--- config.mk ---
export PLATFORM = sky130hd
export DESIGN_NAME = plugin_dispatch_flat
export DESIGN_NICKNAME = d
export VERILOG_FILES = /design/src/rtl/plugin_dispatch_if.sv /design/src/rtl/plugin_dispatch.sv /design/src/flat_wrapper.sv
export SDC_FILE = /design/constraint.sdc
export NUM_CORES = 1
export LEC_CHECK = 0
export BUFFER_PORTS_ARGS = -buffer_cell sky130_fd_sc_hd__clkbuf_2
export CAP_MARGIN = 20
export CORE_MARGIN = 2
export CORE_UTILIZATION = 47
export DETAILED_ROUTE_END_ITERATION = 16
export GPL_ROUTABILITY_DRIVEN = 0
export MAX_ROUTING_LAYER = met4
export PLACE_DENSITY_LB_ADDON = 0.3
export SYNTH_ARGS = -nofsm -noshare
export SYNTH_HDL_FRONTEND = slang
export SYNTH_SLANG_ARGS = --single-unit
--- constraint.sdc ---
create_clock -name clk -period 3.6 [get_ports clk]
set_input_delay 0.18 -clock clk [delete_from_list [all_inputs] [get_ports clk]]
set_output_delay 0.18 -clock clk [all_outputs]
set_load 0.01 [all_outputs]
--- src/rtl/plugin_dispatch_if.sv ---
// Bundle of the core-side request/writeback handshakes and the plugin-side
// start/busy/done handshake seen by the plugin dispatcher.
interface plugin_dispatch_if;
    // core request channel
    logic        req_valid;
    logic        req_ready;
    logic [31:0] req_rs1;
    logic [31:0] req_rs2;
    logic [4:0]  req_rd;
    logic        stall;

    // plugin channel
    logic        plugin_start;
    logic [31:0] plugin_operand_a;
    logic [31:0] plugin_operand_b;
    logic        plugin_busy;
    logic        plugin_done;
    logic [31:0] plugin_result;

    // core writeback channel
    logic        wb_valid;
    logic        wb_ready;
    logic [4:0]  wb_rd;
    logic [31:0] wb_data;
    logic        wb_err;

    // dispatcher side
    modport slave (
        input  req_valid, req_rs1, req_rs2, req_rd,
        input  plugin_busy, plugin_done, plugin_result,
        input  wb_ready,
        output req_ready, stall,
        output plugin_start, plugin_operand_a, plugin_operand_b,
        output wb_valid, wb_rd, wb_data, wb_err
    );

    // core + plugin side
    modport master (
        output req_valid, req_rs1, req_rs2, req_rd,
        output plugin_busy, plugin_done, plugin_result,
        output wb_ready,
        input  req_ready, stall,
        input  plugin_start, plugin_operand_a, plugin_operand_b,
        input  wb_valid, wb_rd, wb_data, wb_err
    );
endinterface

--- src/rtl/plugin_dispatch.sv ---
// Issue/writeback controller between the execute stage and a start/done
// coprocessor plugin. One operation in flight at a time: operands are
// latched and held, start is pulsed once, done (or a timeout) ends the
// wait, and the result is held as a writeback until the core takes it.
module plugin_dispatch #(
    parameter int TIMEOUT_CYCLES = 64,
    parameter int CNT_W          = $clog2(TIMEOUT_CYCLES + 1)
) (
    input  logic             clk,
    input  logic             reset,
    plugin_dispatch_if.slave bus
);
    localparam int DATA_W = 32;

    typedef enum logic [1:0] {
        IDLE,
        ISSUE,
        WAIT,
        WB
    } state_t;

    state_t             state;
    state_t             state_nxt;

    logic [DATA_W-1:0]  op_a;
    logic [DATA_W-1:0]  op_b;
    logic [4:0]         rd_q;
    logic [DATA_W-1:0]  res_q;
    logic               err_q;
    logic [CNT_W-1:0]   cnt;
    logic               timeout_hit;

    // Last WAIT cycle before the watchdog gives up.
    assign timeout_hit = (cnt == CNT_W'(TIMEOUT_CYCLES - 1));

    // State register; reset drops any outstanding operation.
    always_ff @(posedge clk or posedge reset) begin
        if (reset) begin
            state <= IDLE;
        end else begin
            state <= state_nxt;
        end
    end

    // Next-state decode; done takes priority over the timeout.
    always_comb begin
        state_nxt = state;
        case (state)
            IDLE:    if (bus.req_valid)                     state_nxt = ISSUE;
            ISSUE:                                          state_nxt = WAIT;
            WAIT:    if (bus.plugin_done || timeout_hit)    state_nxt = WB;
            WB:      if (bus.wb_ready)                      state_nxt = IDLE;
            default:                                        state_nxt = IDLE;
        endcase
    end

    // Operand/result latches and the WAIT watchdog counter.
    always_ff @(posedge clk or posedge reset) begin
        if (reset) begin
            op_a  <= '0;
            op_b  <= '0;
            rd_q  <= '0;
            res_q <= '0;
            err_q <= 1'b0;
            cnt   <= '0;
        end else begin
            case (state)
                IDLE: begin
                    if (bus.req_valid) begin
                        op_a <= bus.req_rs1;
                        op_b <= bus.req_rs2;
                        rd_q <= bus.req_rd;
                    end
                end
                ISSUE: begin
                    cnt <= '0;
                end
                WAIT: begin
                    cnt <= cnt + CNT_W'(1);
                    if (bus.plugin_done) begin
                        res_q <= bus.plugin_result;
                        err_q <= 1'b0;
                    end else if (timeout_hit) begin
                        res_q <= '0;
                        err_q <= 1'b1;
                    end
                end
                default: begin
                end
            endcase
        end
    end

    // Moore outputs: everything decodes from state and registers only.
    // plugin_busy is informational; control relies solely on the done pulse.
    assign bus.req_ready        = (state == IDLE);
    assign bus.stall            = (state != IDLE);
    assign bus.plugin_start     = (state == ISSUE);
    assign bus.plugin_operand_a = op_a;
    assign bus.plugin_operand_b = op_b;
    assign bus.wb_valid         = (state == WB);
    assign bus.wb_rd            = (state == WB) ? rd_q : 5'd0;
    // x0 writes are architecturally discarded, so the data is zeroed.
    assign bus.wb_data          = (state == WB && rd_q != 5'd0) ? res_q : '0;
    assign bus.wb_err           = (state == WB) ? err_q : 1'b0;

endmodule
--- src/flat_wrapper.sv ---
// flat-port wrapper written by rule: the top's interface ports become plain ports
module plugin_dispatch_flat 
#(
    parameter int TIMEOUT_CYCLES = 64,
    parameter int CNT_W          = $clog2(TIMEOUT_CYCLES + 1)
)
  (clk, reset, bus_req_valid, bus_req_rs1, bus_req_rs2, bus_req_rd, bus_plugin_busy, bus_plugin_done, bus_plugin_result, bus_wb_ready, bus_req_ready, bus_stall, bus_plugin_start, bus_plugin_operand_a, bus_plugin_operand_b, bus_wb_valid, bus_wb_rd, bus_wb_data, bus_wb_err);
  plugin_dispatch_if bus_i ();
  input  logic clk;
  input  logic reset;
  input wire logic [$bits(bus_i.req_valid)-1:0] bus_req_valid;
  input wire logic [$bits(bus_i.req_rs1)-1:0] bus_req_rs1;
  input wire logic [$bits(bus_i.req_rs2)-1:0] bus_req_rs2;
  input wire logic [$bits(bus_i.req_rd)-1:0] bus_req_rd;
  input wire logic [$bits(bus_i.plugin_busy)-1:0] bus_plugin_busy;
  input wire logic [$bits(bus_i.plugin_done)-1:0] bus_plugin_done;
  input wire logic [$bits(bus_i.plugin_result)-1:0] bus_plugin_result;
  input wire logic [$bits(bus_i.wb_ready)-1:0] bus_wb_ready;
  output wire logic [$bits(bus_i.req_ready)-1:0] bus_req_ready;
  output wire logic [$bits(bus_i.stall)-1:0] bus_stall;
  output wire logic [$bits(bus_i.plugin_start)-1:0] bus_plugin_start;
  output wire logic [$bits(bus_i.plugin_operand_a)-1:0] bus_plugin_operand_a;
  output wire logic [$bits(bus_i.plugin_operand_b)-1:0] bus_plugin_operand_b;
  output wire logic [$bits(bus_i.wb_valid)-1:0] bus_wb_valid;
  output wire logic [$bits(bus_i.wb_rd)-1:0] bus_wb_rd;
  output wire logic [$bits(bus_i.wb_data)-1:0] bus_wb_data;
  output wire logic [$bits(bus_i.wb_err)-1:0] bus_wb_err;
  assign bus_i.req_valid = bus_req_valid;
  assign bus_i.req_rs1 = bus_req_rs1;
  assign bus_i.req_rs2 = bus_req_rs2;
  assign bus_i.req_rd = bus_req_rd;
  assign bus_i.plugin_busy = bus_plugin_busy;
  assign bus_i.plugin_done = bus_plugin_done;
  assign bus_i.plugin_result = bus_plugin_result;
  assign bus_i.wb_ready = bus_wb_ready;
  assign bus_req_ready = bus_i.req_ready;
  assign bus_stall = bus_i.stall;
  assign bus_plugin_start = bus_i.plugin_start;
  assign bus_plugin_operand_a = bus_i.plugin_operand_a;
  assign bus_plugin_operand_b = bus_i.plugin_operand_b;
  assign bus_wb_valid = bus_i.wb_valid;
  assign bus_wb_rd = bus_i.wb_rd;
  assign bus_wb_data = bus_i.wb_data;
  assign bus_wb_err = bus_i.wb_err;
  plugin_dispatch #(.TIMEOUT_CYCLES(TIMEOUT_CYCLES), .CNT_W(CNT_W)) u_core (.clk(clk), .reset(reset), .bus(bus_i));
endmodule
==> impl_results.md <==
- Post-Synthesis Mean Instance Area: 12.2 um^2
- Cell taking the most area after synthesis: dfrtp_1
- Setup skew after layout: around 0.0073 ns
- Min cycle time layout: 2.14 ns
- Count of unique library cells instantiated by Yosys: 34
- Largest net degree at the start of global routing: 70
- Area growth from synthesis to layout: 28.7%
- Top layer in use: met4
- Sink Count: roughly 110
- Most frequent cells after synthesis: dfrtp_1 (111), mux2_1 (69), and2_1 (39)
- Nets in the synthesized netlist: ~510
- Routed met2 length: ~5.7 mm
- Antenna-violating nets left: 0
- Fmax achieved: 467 MHz
- Final critical-path share of the clock period: 59.5%
- Prevailing post-synth register cell: dfrtp_1
- Row count: 37
- Routed length on met3: about 450 um
- Final Core Density: between 60% and 70%
- Diode insertion count for antenna repair: 0
- Number of violations reported at the end of detailed-routing iteration 0: 207
- Number of buffers added by the clock tree synthesis step: 9
- Setup Crit Path Kind: reg2out
- Average vias per placed instance: slightly above 5
- First-pass GRT wire length: approximately 19 mm
- Main area contributors after synthesis: dfrtp_1 (57%), mux2_1 (16%), and2_1 (5.0%), a22oi_1 (4.9%), o21ai_1 (3.6%)
- Number of setup violations in the final report: 0
- Final non-filler cell area: between 0.006 and 0.007 mm^2
- Num ports: ~210
- PortBufs: 211
- Startpoint Class: flop
- Antenna violations before repair: 0
- TritonCTS clock tree: built
- Transition time at the pin with the least slew margin: 0.644 ns
- Sequential fraction of the synthesis area: 57.2%
- Number of setup buffers added after CTS: 0
- Setup repair after global routing missed its margin: false
- Max FO, Critical Path: 32
- Global routing usage summed across all routing layers: 21.5%
- Summed instance area of the synthesized netlist: just under 0.005 mm^2
- Leak: slightly above 3 nW
- Area inside the core boundary: 0.0102 mm^2
- Final count of hold timing violations: 0
- Top cell type's share of synthesized area: a little under three fifths
- Count of maximum capacitance violations: 0
- DRT Pass-1 Iters: 5
- Maximum vdd ir drop: 0.402 mV
- Final #Nets: between 700 and 800
- Max-slew headroom: a little under three fifths
- Die ar.: around 0.011 mm^2
- Element type at the critical path end: output pin
- Cell with the most instances after synthesis: dfrtp_1
- Outcome: completed
- Summed negative setup slack over all endpoints: 0 ns
- Floorplan die height: roughly 110 um
- Final HPWL from detailed placement: between 8 and 9 mm
- Pwr/cell area: approximately 840 mW/mm^2
- Flop and latch count out of synthesis: about 110
- DR DRC count: 0
- Largest buffer count on any clock path: 2
- Final Routed Wirelength: about 11 mm
- Number of vias after detailed routing: about 3800
- Global-route congestion overflow total: 0
- CTS clock-pin slew for the worst setup and hold paths: ~0.10 ns
- Die Wd: 106 um
- Worst Path Required: 3.42 ns
- Final Slew Violations: 0
- Initial Utilization: between 40% and 50%
- Vias in the first global route: approximately 3900
- Worst endpoint data arrival time: between 1.5 and 2 ns
- Routed wire length per instance: between 15 and 20 um
- Async SR Flop Fraction: 100%
- Number of enable flip-flop cells after synthesis: 0
- Wire length on met1: approximately 4.8 mm
- Number of levels the H-tree was split into: 3
- Number of instances in the synthesized netlist: between 300 and 400
- Hold slack final: around 0.021 ns
- Instance area at placement: ~0.006 mm^2
- Source-to-sink clock delay at the later pin of the worst-skew pair: roughly 0.36 ns
- Worst hold path type: in2reg
- Count of warnings emitted by yosys: 0
- CTS root buf: clkbuf_8
- Fraction of final layout cells with drive strength greater than 1: roughly two fifths
[flip-flops by register name, summed over array words and instances, names as in the netlist]
name and count:
u_core.bus.plugin_operand_a 32, u_core.bus.plugin_operand_b 32, u_core.cnt 7, u_core.err_q 1
u_core.rd_q 5, u_core.res_q 32, u_core.state 2
[logic make-up after synthesis]
group / synth area share, %
flip-flops: 57.2
AND/OR/NAND/NOR: 10.5
AO/OA/AOI/OAI: 11.0
multiplexers: 16.4
buffers and inverters: 3.38
adder cells (fa/ha/maj): 1.55
[routing by layer]
layer  vias to the layer above  global-route usage (%)
met5                         -                       -
met4                         0                    9.68
met3                        27                    3.34
met2                       113                    34.7
met1                      1880                    27.0
li1                       1794                       -
[report_power, final]
group	switching, W	total, W	internal [W]
clock	0.000413	0.000844	0.000431
combinational	0.00119	0.00228	0.00109
sequential	0.000333	0.00214	0.00181
[area by class of cell]
class	instances	area (um^2)
Timing Repair Buffer	217	1120
Clock buffer	11	151
Multi-Input combinational cell	253	1920
Fill cell	885	3940
Tap cell	136	170
Sequential cell	111	2780
Inverter	9	36.3
Clock inverter	5	78.8
[metrics by stage]
stage               power (W)  setup WS, ns  std cells
finish                0.00527          1.46        742
global route          0.00565          1.29        742
CTS                   0.00533          1.43        742
detailed placement    0.00448          1.71        725
global placement      0.00438          1.80        725
floorplan             0.00358         0.489        398
[critical path, cell delays in order (launching register included)]
cell	delay, ns
dfrtp_1	0.41
or4_4	0.54
o21a_4	0.31
and2_1	0.21
clkbuf_2	0.12
[cell usage in the layout, fill, tap and decap left out, types with 3 or more instances in the layout]
cell type / netlist / final
nand3_1: 4 / 4
o211ai_1: 3 / 3
buf_4: 0 / 4
ha_1: 6 / 6
a22oi_1: 32 / 32
nand2_1: 36 / 35
mux2_1: 69 / 69
nand2b_1: 4 / 4
inv_1: 7 / 6
nor2b_1: 3 / 3
clkbuf_8: 0 / 11
clkbuf_2: 0 / 211
dfrtp_1: 111 / 111
and2_1: 39 / 39
o21ai_1: 35 / 35
[path summary, 6_finish.rpt]
kind / from / end / slack, ns / cells past startpoint
worst min-delay path: bus_req_rs1[20] / u_core.bus.plugin_operand_a[20] / 0.02 / 2
min in group asynchronous: reset / u_core.bus.plugin_operand_a[22] / 0.44 / 3
worst max register to register: u_core.state[0] / u_core.err_q / 1.69 / 5
max in group asynchronous: reset / u_core.err_q / 2.25 / 4
worst max-delay path: u_core.rd_q[2] / bus_wb_data[5] / 1.46 / 4
worst min register to register: u_core.bus.plugin_operand_b[31] / u_core.bus.plugin_operand_b[31] / 0.50 / 1
[what timing repair did]
item / 4_1_cts / 5_1_grt
resized for setup: 0 / 0
hold endpoints to repair: 51 / 0
hold buffers: 1 / 0
(Power assumes the default switching activity.)
